--- config.mk ---
export PLATFORM = sky130hd
export DESIGN_NAME = id_ex_stage
export DESIGN_NICKNAME = d
export VERILOG_FILES = /design/src/rtl/id_ex_stage_pkg.sv /design/src/rtl/id_ex_stage_ex_forward_unit.sv /design/src/rtl/id_ex_stage.sv
export SDC_FILE = /design/constraint.sdc
export NUM_CORES = 1
export LEC_CHECK = 0
export BUFFER_PORTS_ARGS = -buffer_cell sky130_fd_sc_hd__buf_4
export CAP_MARGIN = 30
export CORE_MARGIN = 4
export CORE_UTILIZATION = 30
export DETAILED_ROUTE_END_ITERATION = 8
export HOLD_SLACK_MARGIN = 0.12
export PLACE_DENSITY_LB_ADDON = 0.15
export SLEW_MARGIN = 20
export SYNTH_ARGS = -nofsm -noshare
export SYNTH_HDL_FRONTEND = slang
export SYNTH_SLANG_ARGS = --single-unit
--- constraint.sdc ---
create_clock -name clk -period 2.6 [get_ports clk]
set_input_delay 0.26 -clock clk [delete_from_list [all_inputs] [get_ports clk]]
set_output_delay 0.26 -clock clk [all_outputs]
set_load 0.02 [all_outputs]
--- src/rtl/id_ex_stage_pkg.sv ---
// -----------------------------------------------------------------------------
// id_ex_stage_pkg
//   Shared encodings for the ID/EX stage of the 5-stage MIPS pipe:
//   forwarding-select codes, ALUOp codes and the packed control bundle that
//   travels with an instruction from ID into EX.
// -----------------------------------------------------------------------------
package id_ex_stage_pkg;

   // Operand source selects produced by the forwarding unit
   localparam logic [1:0] FWD_REG   = 2'b00;  // registered register-file value
   localparam logic [1:0] FWD_MEMWB = 2'b01;  // MEM/WB write-back value
   localparam logic [1:0] FWD_EXMEM = 2'b10;  // EX/MEM ALU result

   // ALUOp encodings handed to ALU_CNTRL
   localparam logic [1:0] ALUOP_MEM = 2'b00;  // lw / sw address add
   localparam logic [1:0] ALUOP_BEQ = 2'b01;  // beq subtract
   localparam logic [1:0] ALUOP_R   = 2'b10;  // R-type, decode func

   // Control bits that ride along with the instruction
   typedef struct packed {
      logic       regwrite;
      logic       memread;
      logic       memwrite;
      logic       memtoreg;
      logic [1:0] aluop;
   } ctrl_t;

   // A bubble writes nothing and asks the ALU for a harmless add
   localparam ctrl_t CTRL_BUBBLE = '{regwrite: 1'b0, memread: 1'b0, memwrite: 1'b0,
                                     memtoreg: 1'b0, aluop: ALUOP_MEM};

endpackage

--- src/rtl/id_ex_stage_ex_forward_unit.sv ---
// -----------------------------------------------------------------------------
// ex_forward_unit
//   Purely combinational RAW-hazard resolver. For each EX source index it
//   picks EX/MEM over MEM/WB over the registered read value. Register 0 is
//   hard-wired zero in MIPS and is therefore never forwarded.
// Ports
//   ex_rs, ex_rt     in   registered source indices of the instruction in EX
//   exmem_regwrite   in   EX/MEM will write a register
//   exmem_rd         in   EX/MEM destination index
//   memwb_regwrite   in   MEM/WB will write a register
//   memwb_rd         in   MEM/WB destination index
//   fwd_a_sel        out  source select for operand A (rs)
//   fwd_b_sel        out  source select for operand B (rt)
// -----------------------------------------------------------------------------
module ex_forward_unit
   import id_ex_stage_pkg::*;
#(
   parameter int REG_AW = 5
) (
   input  logic [REG_AW-1:0] ex_rs,
   input  logic [REG_AW-1:0] ex_rt,
   input  logic              exmem_regwrite,
   input  logic [REG_AW-1:0] exmem_rd,
   input  logic              memwb_regwrite,
   input  logic [REG_AW-1:0] memwb_rd,
   output logic [1:0]        fwd_a_sel,
   output logic [1:0]        fwd_b_sel
);

   // Priority select for one source index; the younger EX/MEM value wins
   function automatic logic [1:0] pick_source(
      input logic [REG_AW-1:0] idx,
      input logic              em_wr,
      input logic [REG_AW-1:0] em_rd,
      input logic              mw_wr,
      input logic [REG_AW-1:0] mw_rd
   );
      logic [1:0] sel;
      if (em_wr && (em_rd != {REG_AW{1'b0}}) && (em_rd == idx)) begin
         sel = FWD_EXMEM;
      end else if (mw_wr && (mw_rd != {REG_AW{1'b0}}) && (mw_rd == idx)) begin
         sel = FWD_MEMWB;
      end else begin
         sel = FWD_REG;
      end
      return sel;
   endfunction

   // Independent selects for operand A and operand B
   always_comb begin
      fwd_a_sel = pick_source(ex_rs, exmem_regwrite, exmem_rd, memwb_regwrite, memwb_rd);
      fwd_b_sel = pick_source(ex_rt, exmem_regwrite, exmem_rd, memwb_regwrite, memwb_rd);
   end

endmodule

--- src/rtl/id_ex_stage.sv ---
// -----------------------------------------------------------------------------
// id_ex_stage
//   ID/EX pipeline register with operand forwarding and load-use detection.
//   Feeds the ALU / ALU_CNTRL pair with operands, ALUOp, func and shamt.
// Ports
//   clk, rst_n            rising-edge clock, async active-low reset
//   stall                 hold current ID/EX contents
//   flush                 replace ID/EX contents with a bubble
//   id_*                  decoded instruction fields and control from ID
//   exmem_regwrite/rd/result, memwb_regwrite/rd/data  forwarding sources
//   ex_alu_a, ex_alu_b    forwarded ALU operands (B may be the immediate)
//   ex_store_data         forwarded rt value for stores
//   ex_aluop/func/shamt   to ALU_CNTRL / ALU
//   ex_wreg               destination index resolved at capture
//   ex_regwrite/memread/memwrite/memtoreg  registered control
//   load_use_stall        upstream must hold PC and IF/ID this cycle
// -----------------------------------------------------------------------------
module id_ex_stage
   import id_ex_stage_pkg::*;
#(
   parameter int DATA_W = 32,
   parameter int REG_AW = 5
) (
   input  logic              clk,
   input  logic              rst_n,
   input  logic              stall,
   input  logic              flush,
   input  logic [DATA_W-1:0] id_rs_data,
   input  logic [DATA_W-1:0] id_rt_data,
   input  logic [DATA_W-1:0] id_imm,
   input  logic [REG_AW-1:0] id_rs,
   input  logic [REG_AW-1:0] id_rt,
   input  logic [REG_AW-1:0] id_rd,
   input  logic [4:0]        id_shamt,
   input  logic [5:0]        id_func,
   input  logic [1:0]        id_aluop,
   input  logic              id_alusrc,
   input  logic              id_regdst,
   input  logic              id_regwrite,
   input  logic              id_memread,
   input  logic              id_memwrite,
   input  logic              id_memtoreg,
   input  logic              exmem_regwrite,
   input  logic [REG_AW-1:0] exmem_rd,
   input  logic [DATA_W-1:0] exmem_result,
   input  logic              memwb_regwrite,
   input  logic [REG_AW-1:0] memwb_rd,
   input  logic [DATA_W-1:0] memwb_data,
   output logic [DATA_W-1:0] ex_alu_a,
   output logic [DATA_W-1:0] ex_alu_b,
   output logic [DATA_W-1:0] ex_store_data,
   output logic [1:0]        ex_aluop,
   output logic [5:0]        ex_func,
   output logic [4:0]        ex_shamt,
   output logic [REG_AW-1:0] ex_wreg,
   output logic              ex_regwrite,
   output logic              ex_memread,
   output logic              ex_memwrite,
   output logic              ex_memtoreg,
   output logic              load_use_stall
);

   logic [DATA_W-1:0] rs_data_r;
   logic [DATA_W-1:0] rt_data_r;
   logic [DATA_W-1:0] imm_r;
   logic [REG_AW-1:0] rs_r;
   logic [REG_AW-1:0] rt_r;
   logic [REG_AW-1:0] wreg_r;
   logic [4:0]        shamt_r;
   logic [5:0]        func_r;
   logic              alusrc_r;
   ctrl_t             ctrl_r;

   logic [1:0]        fwd_a_sel_s;
   logic [1:0]        fwd_b_sel_s;
   logic [DATA_W-1:0] fwd_a_s;
   logic [DATA_W-1:0] fwd_b_s;
   logic              load_use_s;
   ctrl_t             id_ctrl_s;

   // Forwarding operand mux; unknown selects fall back to the register value
   function automatic logic [DATA_W-1:0] fwd_mux(
      input logic [1:0]        sel,
      input logic [DATA_W-1:0] reg_val,
      input logic [DATA_W-1:0] exmem_val,
      input logic [DATA_W-1:0] memwb_val
   );
      logic [DATA_W-1:0] res;
      case (sel)
         FWD_EXMEM: res = exmem_val;
         FWD_MEMWB: res = memwb_val;
         FWD_REG:   res = reg_val;
         default:   res = reg_val;
      endcase
      return res;
   endfunction

   // Bundle the incoming ID control bits for a single struct capture
   always_comb begin
      id_ctrl_s = '{regwrite: id_regwrite, memread: id_memread, memwrite: id_memwrite,
                    memtoreg: id_memtoreg, aluop: id_aluop};
   end

   // A load in EX whose destination is read by the instruction in ID cannot
   // be forwarded in time; the stage bubbles while upstream holds.
   always_comb begin
      load_use_s = ctrl_r.memread && (wreg_r != {REG_AW{1'b0}}) &&
                   ((wreg_r == id_rs) || (wreg_r == id_rt));
   end

   // ID/EX register: bubble beats hold beats capture
   always_ff @(posedge clk or negedge rst_n) begin
      if (!rst_n) begin
         rs_data_r <= {DATA_W{1'b0}};
         rt_data_r <= {DATA_W{1'b0}};
         imm_r     <= {DATA_W{1'b0}};
         rs_r      <= {REG_AW{1'b0}};
         rt_r      <= {REG_AW{1'b0}};
         wreg_r    <= {REG_AW{1'b0}};
         shamt_r   <= 5'd0;
         func_r    <= 6'd0;
         alusrc_r  <= 1'b0;
         ctrl_r    <= CTRL_BUBBLE;
      end else if (flush || load_use_s) begin
         rs_data_r <= {DATA_W{1'b0}};
         rt_data_r <= {DATA_W{1'b0}};
         imm_r     <= {DATA_W{1'b0}};
         rs_r      <= {REG_AW{1'b0}};
         rt_r      <= {REG_AW{1'b0}};
         wreg_r    <= {REG_AW{1'b0}};
         shamt_r   <= 5'd0;
         func_r    <= 6'd0;
         alusrc_r  <= 1'b0;
         ctrl_r    <= CTRL_BUBBLE;
      end else if (!stall) begin
         rs_data_r <= id_rs_data;
         rt_data_r <= id_rt_data;
         imm_r     <= id_imm;
         rs_r      <= id_rs;
         rt_r      <= id_rt;
         wreg_r    <= id_regdst ? id_rd : id_rt;
         shamt_r   <= id_shamt;
         func_r    <= id_func;
         alusrc_r  <= id_alusrc;
         ctrl_r    <= id_ctrl_s;
      end
   end

   ex_forward_unit #(
      .REG_AW (REG_AW)
   ) u_fwd (
      .ex_rs          (rs_r),
      .ex_rt          (rt_r),
      .exmem_regwrite (exmem_regwrite),
      .exmem_rd       (exmem_rd),
      .memwb_regwrite (memwb_regwrite),
      .memwb_rd       (memwb_rd),
      .fwd_a_sel      (fwd_a_sel_s),
      .fwd_b_sel      (fwd_b_sel_s)
   );

   // Forwarded operands; the store value is the forwarded rt regardless of alusrc
   always_comb begin
      fwd_a_s = fwd_mux(fwd_a_sel_s, rs_data_r, exmem_result, memwb_data);
      fwd_b_s = fwd_mux(fwd_b_sel_s, rt_data_r, exmem_result, memwb_data);
      if (alusrc_r) begin
         ex_alu_b = imm_r;
      end else begin
         ex_alu_b = fwd_b_s;
      end
      ex_alu_a      = fwd_a_s;
      ex_store_data = fwd_b_s;
   end

   // Registered fields straight to the EX consumers
   always_comb begin
      ex_aluop       = ctrl_r.aluop;
      ex_func        = func_r;
      ex_shamt       = shamt_r;
      ex_wreg        = wreg_r;
      ex_regwrite    = ctrl_r.regwrite;
      ex_memread     = ctrl_r.memread;
      ex_memwrite    = ctrl_r.memwrite;
      ex_memtoreg    = ctrl_r.memtoreg;
      load_use_stall = load_use_s;
   end

endmodule

# Yosys cells after proc, flatten, opt, wreduce, memory -nomap -nowiden
# Cells that the tools add are included.
[totals]
regBits = 129
inputBits = 210
[op_classes]
eq_ne = 11
n_mux = 28
reduce_logical = 13
[op_table]
columns = ["cell", "count"]
rows = [
  ["$mux W32", 7],
  ["$pmux W32 S2", 2],
  ["$mux W5", 9],
  ["$eq A5 B5 Y1", 6],
  ["$mux W6", 4],
  ["$reduce_bool A5 Y1", 3],
  ["$logic_and A1 B1 Y1", 8],
  ["$eq A2 B1 Y1 const B", 2],
  ["$eq A2 B2 Y1 const B", 2],
  ["$mux W1", 4],
  ["$mux W2", 2],
  ["$logic_or A1 B1 Y1", 2],
  ["$ne A2 B1 Y1 const B", 1],
]

# Logic depth before layout (Yosys ltp)
[depth]
depth_word = 8
ltp_mapped = 7
ltp_nobuf = 5

# Modules after synthesis
# A second synthesis with hierarchy kept.
[hier_totals]
cells_unflattened = 769
hier_area_um2 = 8311.7
[by_module_without_submodules]
columns = ["module", "n_inst", "cells_each", "area_each_um2", "seq_area_each_um2"]
rows = [
  ["id_ex_stage", 1, 735, 8054.0, 3228.1],
  ["ex_forward_unit", 1, 34, 257.7, 0.0],
]

# Worst setup path after synthesis
# No wires, ideal clock.
[synth_timing]
path_kind = "input port to output port"
start = "input memwb_rd[0]"
end = "output ex_alu_b[13]"
arrival_ns = 2.123
path_slack_ns = 0.217
stages = 6
path_cell_list = "or4_4 -> o211ai_2 -> clkbuf_2 -> o21ai_0 -> a31oi_1 -> mux2_2"
[synth_between]
elab_chain_cells = 8
word_cells_on_any_way = 10
classes_between = "eq/ne (3); mux (4); reduce/logical (3)"
[synth_lines]
columns = ["element", "line", "text"]
rows = [
  ["start, declared", "id_ex_stage.sv:47", "input logic [REG_AW-1:0] memwb_rd,"],
  ["$reduce_bool A5 Y1", "id_ex_stage_ex_forward_unit.sv:41", "end else if (mw_wr && (mw_rd != {REG_AW{1'b0}}) && (mw_rd == idx)) begin"],
  ["$logic_and A1 B1 Y1", "id_ex_stage_ex_forward_unit.sv:41", ""],
  ["$logic_and A1 B1 Y1 *", "id_ex_stage_ex_forward_unit.sv:41", ""],
  ["$mux W1 *", "id_ex_stage_ex_forward_unit.sv:41", ""],
  ["$mux W2 *", "id_ex_stage_ex_forward_unit.sv:39", "if (em_wr && (em_rd != {REG_AW{1'b0}}) && (em_rd == idx)) begin"],
  ["$eq A2 B1 Y1 / $eq A2 B2 Y1 (equally long branches)", "id_ex_stage.sv:89", "case (sel)"],
  ["$pmux W32 S2 *", "id_ex_stage.sv:89", ""],
  ["via ex_store_data[13]", "id_ex_stage.sv:51", "output logic [DATA_W-1:0] ex_store_data,"],
  ["$mux W32 *", "id_ex_stage.sv:166", "if (alusrc_r) begin"],
  ["end, declared", "id_ex_stage.sv:50", "output logic [DATA_W-1:0] ex_alu_b,"],
]
# Mark *: on every way through the listed nets, which the timed path passes. The rest lies on a longest branch.

# Final worst setup path
[layout_timing]
start = "register rt_r[0]"
end = "output ex_alu_b[9]"
[layout_between]
elab_chain_cells = 7
word_cells_on_any_way = 10
classes_between = "eq/ne (4); mux (4); reduce/logical (2)"
[layout_lines]
columns = ["element", "line", "text"]
rows = [
  ["start, declared", "id_ex_stage.sv:67", "logic [REG_AW-1:0] rt_r;"],
  ["start signal, assigned", "id_ex_stage.sv:118", "rt_r <= {REG_AW{1'b0}};"],
  ["start signal, assigned", "id_ex_stage.sv:129", "rt_r <= {REG_AW{1'b0}};"],
  ["start signal, assigned", "id_ex_stage.sv:140", "rt_r <= id_rt;"],
  ["$eq A5 B5 Y1", "id_ex_stage_ex_forward_unit.sv:41", ""],
  ["$logic_and A1 B1 Y1", "id_ex_stage_ex_forward_unit.sv:41", ""],
  ["$mux W1", "id_ex_stage_ex_forward_unit.sv:41", ""],
  ["$mux W2 *", "id_ex_stage_ex_forward_unit.sv:39", ""],
  ["$eq A2 B1 Y1 / $eq A2 B2 Y1 (equally long branches)", "id_ex_stage.sv:89", ""],
  ["$pmux W32 S2 *", "id_ex_stage.sv:89", ""],
  ["$mux W32 *", "id_ex_stage.sv:166", ""],
]
# Mark *: on every way between the ends. The rest lies on a longest branch, timed or not.

==> results.md <==
Critical path:
- The kind of capture point of the worst setup path is a primary output.
- Counting cells, the worst reg-to-reg path comes to 5.
- The startpoint identified for the worst register-to-register timing path is ex_wreg[1].
- At the worst endpoint, the required time is 2340 ps.
- The endpoint of the most critical register-to-register path is rs_data_r[10].
- The critical setup path kind is flip-flop to primary output.
- Broken down by cell family, the worst path's largest delay share belongs to buffers and inverters.
- The count of buffer and inverter cells on the critical path is 3.
- For this run, the slowest stage of the critical path takes 420 ps.
- Counting stages on the worst path, the most repeated cell is sky130_fd_sc_hd__buf_6.
- In this run the worst path has a maximum fanout of 10.
- STA classifies the critical path startpoint as a flip-flop.
- The data arrival time of the critical path is 2380 ps.
- Walking the worst path, the cells encountered are xnor2_1 -> nand4_1 -> buf_6 -> buf_6 -> o21ai_1 -> a31oi_2 -> mux2_2 -> buf_4.
- The worst register-to-register path has a setup slack of 500 ps.
- The largest individual stage delay along the critical path comes from the cell sky130_fd_sc_hd__dfrtp_1.

Logic synthesis:
- By area the synthesized netlist is led by sky130_fd_sc_hd__dfrtp_1 (43%), sky130_fd_sc_hd__mux2i_1 (22%), sky130_fd_sc_hd__nor2_1 (8.7%), sky130_fd_sc_hd__o21ai_0 (3.4%), sky130_fd_sc_hd__clkbuf_1 (2.4%).
- The proportion of synthesized flip-flops having asynchronous set or reset is 100%.
- The compound-cell area share of the yosys netlist is 10.9%.
- After Yosys synthesis, XOR and XNOR cells account for 3.53% of the synthesized area.
- When the netlist entered floorplanning its net count stood at 996.
- After synthesis, the netlist uses 33 different library cells.
- Of the post-synthesis cell area, the part taken by muxes is 24.1%.
- The top cell type by total area after synthesis is sky130_fd_sc_hd__dfrtp_1.
- In the synthesized netlist the dominant register cell turns out to be sky130_fd_sc_hd__dfrtp_1.
- The largest family of logic cells by synthesized area is multiplexers.
- The Yosys step of the flow raised 0 warnings.
- The number of flops mapped to enable cells by yosys is 0.
- The area of the mapped netlist is 0.00744 mm^2.
- The area fraction in and, or, nand and nor cells after synthesis is 14.6%.
- The share of synthesized cell area in full adder, half adder and majority cells is 0%.
- The synthesis-stage register bit count is 129.
- Each instance of the synthesized netlist takes up on average 9.47 um^2.
- After synthesis, flip-flops and latches occupy 43.4% of the total area.
- The fraction of post-synthesis cell area in the top cell type by area is 43.4%.
- The cell count after synthesis is 786.

Cells and area:
- Once layout is complete, the utilization of the core stands at 55.1%.
- From synthesis to final layout, the design area changed by 80.5%.
- The total area of sequential cells is 0.00323 mm^2.
- For this run, the post-layout net count is 1470.
- The combined area of the multi-input logic cells is 0.00457 mm^2.
- The filler cell count in the final layout is 2201.
- The share of layout cells above drive strength 1 is 42.8%.
- The total non-filler cell area in the finished layout is 0.0134 mm^2.

Clock network:
- Counting the buffers created by CTS gives 17.
- Counting every sink on the clock net gives 129.
- The insertion delay of the later-clocked pin in the worst-skew pair is 410 ps.
- TritonCTS built the clock tree.
- In this run the number of H-tree levels came out at 4.
- The root cell of the clock tree is sky130_fd_sc_hd__clkbuf_16.
- The clock transition at the registers of the reported paths is 60 ps.
- The longest clock path from root to sink contains 2 buffers.

Placement:
- The HPWL reported at the end of detailed placement is 21500 um.
- The post-place instance area is 0.0105 mm^2.
- The number of port buffers is 328.
- The congestion estimate from routability-driven global placement came to 0.810.

Die:
- The vertical die dimension is 166 um.
- The I/O pin total is 329.
- The floorplan step defined a die boundary enclosing 0.0274 mm^2.
- The die is 166 um wide.
- In this run the standard cell core region covers 0.0244 mm^2.
- The floorplan has 57 rows.
- For this configuration, the core starts out at a cell density of 30.5%.

Route:
- The via-per-instance ratio is 4.90.
- The average detailed-routed wire length per instance is 20.6 um.
- The count of nets left with antenna violations after detail routing is 0.
- The number of remaining DRC errors is 0.
- After the first detailed-routing iteration, the DRC count stood at 372.
- Before antenna repair, the detailed router went through 4 iterations.
- The number of vias in the routed layout is 7823.
- For this block, the routed nets add up to 32900 um of wire.

Job:
- Max-cap violations in this run came to 0.

STA:
- The actual slew at the worst max-slew pin is 769 ps.
- In this run the tightest slew margin relative to its limit is 48.7%.
- The final hold violation count is 0.
- The final worst-path cycle share is 102%.
- In the final timing run, aggregate negative setup slack is -151 ps.
- The routed design could run at a clock period as short as 2640 ps.
- The total count of max-transition violations in the final report is 0.
- Setup repair after global routing could not meet its margin everywhere.
- The highest attainable clock frequency is 379 MHz.
- The clock tree skew after final layout is 8.00 ps.
- The final setup violation count is 8.
- In the post-route analysis, the smallest setup slack over all paths is -39.3 ps.

Worst hold path:
- The class of the most critical hold timing path is input port to flip-flop.
- The path with the worst hold slack has its endpoint at rs_data_r[10].
- The instance count along the most critical hold path is 3.
- The worst min-delay path startpoint is id_rs_data[10].

Global route:
- After global routing the overflow that remains totals 0.
- The peak-usage layer in the global routing report is met2.
- Global routing used 22.2% of the available tracks across all layers.
- The global-route wire length before repair is 46100 um.
- Entering global routing, the biggest net connects 68 pins.
- For met2 alone, demand over resource in global routing was 38.4%.
- The met3 usage is 5.44%.
- The number of antenna violations at the first check in global routing is 1.
- The number of global-route vias before repair was 8213.
- For this run, global-route usage on met1 was measured as 27.0%.

Pwr:
- The static leakage is 6.34 nW.
- The post-route total power is 6.60 mW.
- The total power density per cell area is 491 mW/mm^2.
- The worst-case IR drop observed on VDD is 0.000393 V.

Outcome:
- The checks that failed: negative setup slack.
- The run finished, with violations left.
==> worst max path at each step <==
stage	start	depth (start not counted)	endpoint	slack, ps
global placement	exmem_rd[4]	8	ex_alu_b[11]	-60
floorplan	memwb_rd[0]	6	ex_alu_b[13]	220
finish	rt_r[0]	8	ex_alu_b[9]	-40
CTS	rt_r[3]	8	ex_alu_b[10]	-60
detailed placement	exmem_rd[4]	8	ex_alu_b[11]	-110
global route	rt_r[0]	8	ex_alu_b[7]	-120
==> sequential cells by signal, summed over array words and instances (netlist names) <==
register	cells
rs_data_r	32
rt_data_r	32
ex_func	6
rs_r	5
ex_memtoreg	1
ex_memread	1
rt_r	5
alusrc_r	1
ex_shamt	5
ex_regwrite	1
ex_aluop	2
imm_r	32
ex_wreg	5
ex_memwrite	1
==> Yosys cell counts, types with 2 or more instances <==
cell type,n
sky130_fd_sc_hd__nand4_1,3
sky130_fd_sc_hd__o21ai_0,50
sky130_fd_sc_hd__xnor2_1,16
sky130_fd_sc_hd__nand3_1,17
sky130_fd_sc_hd__nor4_2,2
sky130_fd_sc_hd__a21boi_0,16
sky130_fd_sc_hd__a31oi_1,16
sky130_fd_sc_hd__o31ai_1,16
sky130_fd_sc_hd__or4_4,2
sky130_fd_sc_hd__nand2_1,48
sky130_fd_sc_hd__mux2i_1,161
sky130_fd_sc_hd__clkbuf_1,48
sky130_fd_sc_hd__a211oi_1,12
sky130_fd_sc_hd__mux2_2,16
sky130_fd_sc_hd__a21oi_1,5
sky130_fd_sc_hd__buf_6,2
sky130_fd_sc_hd__a211oi_2,4
sky130_fd_sc_hd__buf_1,2
sky130_fd_sc_hd__dfrtp_1,129
sky130_fd_sc_hd__nor3_1,18
sky130_fd_sc_hd__xor2_1,14
sky130_fd_sc_hd__buf_2,7
sky130_fd_sc_hd__nor2_1,172
==> logic make-up after synthesis <==
logic type      after synthesis
simple gates                265
flops                       129
buf+inv                      61
compound gates              124
mux                         177
xor+xnor                     30
==> worst min-delay path: stages <==
cell and delay (ps):
sky130_fd_sc_hd__buf_4 90, sky130_fd_sc_hd__mux2i_1 60, sky130_fd_sc_hd__nor2_1 100
==> cell type report <==
class                      count  area share, %
timing repair buffer         516           34.2
multi-input combinational    596           34.0
sequential                   129           24.0
clock buffer                  19           3.30
tap                          324           3.02
clock inverter                12           1.37
antenna                        1         0.0186
==> power by group <==
group	switching, mW	internal [mW]
sequential	0.0908	2.12
combinational	0.894	0.910
clock	0.947	1.63
==> per-layer routing <==
| metal | up-vias | wire, um |
|---|---|---|
| met5 | - | 0 |
| met4 | 0 | 911 |
| met3 | 54 | 2520 |
| met2 | 306 | 15800 |
| met1 | 3769 | 13700 |
| li1 | 3694 | - |
==> metrics by stage <==
stage | hold slack [ps] | std cells | worst slack, ps
4_1_cts | 123 | 1583 | -55.5
3_3_place_gp | 236 | 1417 | -58.7
3_5_place_dp | 231 | 1417 | -113
2_1_floorplan | -35.6 | 786 | 217
5_1_grt | 144 | 1597 | -117
6_report | 141 | 1597 | -39.3
==> what timing repair did <==
item                                    in CTS  in global routing
resized for setup                           76                127
endpoints found under the hold margin      168                  0
buffers inserted                            11                  7
hold buffers                               122                  0
pin swaps                                   12                 18
gates cloned                                 2                  6
endpoints found under the setup margin      69                 79
==> cell usage in the layout, fill, tap and decap left out, types with 6 or more instances in the layout <==
cell type and count:
sky130_fd_sc_hd__o21ai_1 36, sky130_fd_sc_hd__a31oi_2 7, sky130_fd_sc_hd__mux2_2 11, sky130_fd_sc_hd__dfrtp_1 127, sky130_fd_sc_hd__nand3_1 17, sky130_fd_sc_hd__mux2i_1 155
sky130_fd_sc_hd__clkbuf_16 22, sky130_fd_sc_hd__buf_6 17, sky130_fd_sc_hd__nor3_2 13, sky130_fd_sc_hd__dlygate4sd3_1 122, sky130_fd_sc_hd__xor2_1 14, sky130_fd_sc_hd__buf_4 350
sky130_fd_sc_hd__buf_12 17, sky130_fd_sc_hd__xnor2_1 10, sky130_fd_sc_hd__a21boi_2 6, sky130_fd_sc_hd__o31ai_1 11, sky130_fd_sc_hd__a31oi_4 9, sky130_fd_sc_hd__nor2_1 157
sky130_fd_sc_hd__nor2_2 13, sky130_fd_sc_hd__a211oi_2 10, sky130_fd_sc_hd__o21ai_2 11, sky130_fd_sc_hd__a21boi_0 6, sky130_fd_sc_hd__nand2_1 48
Note: power is estimated with default switching activity, not from simulation.
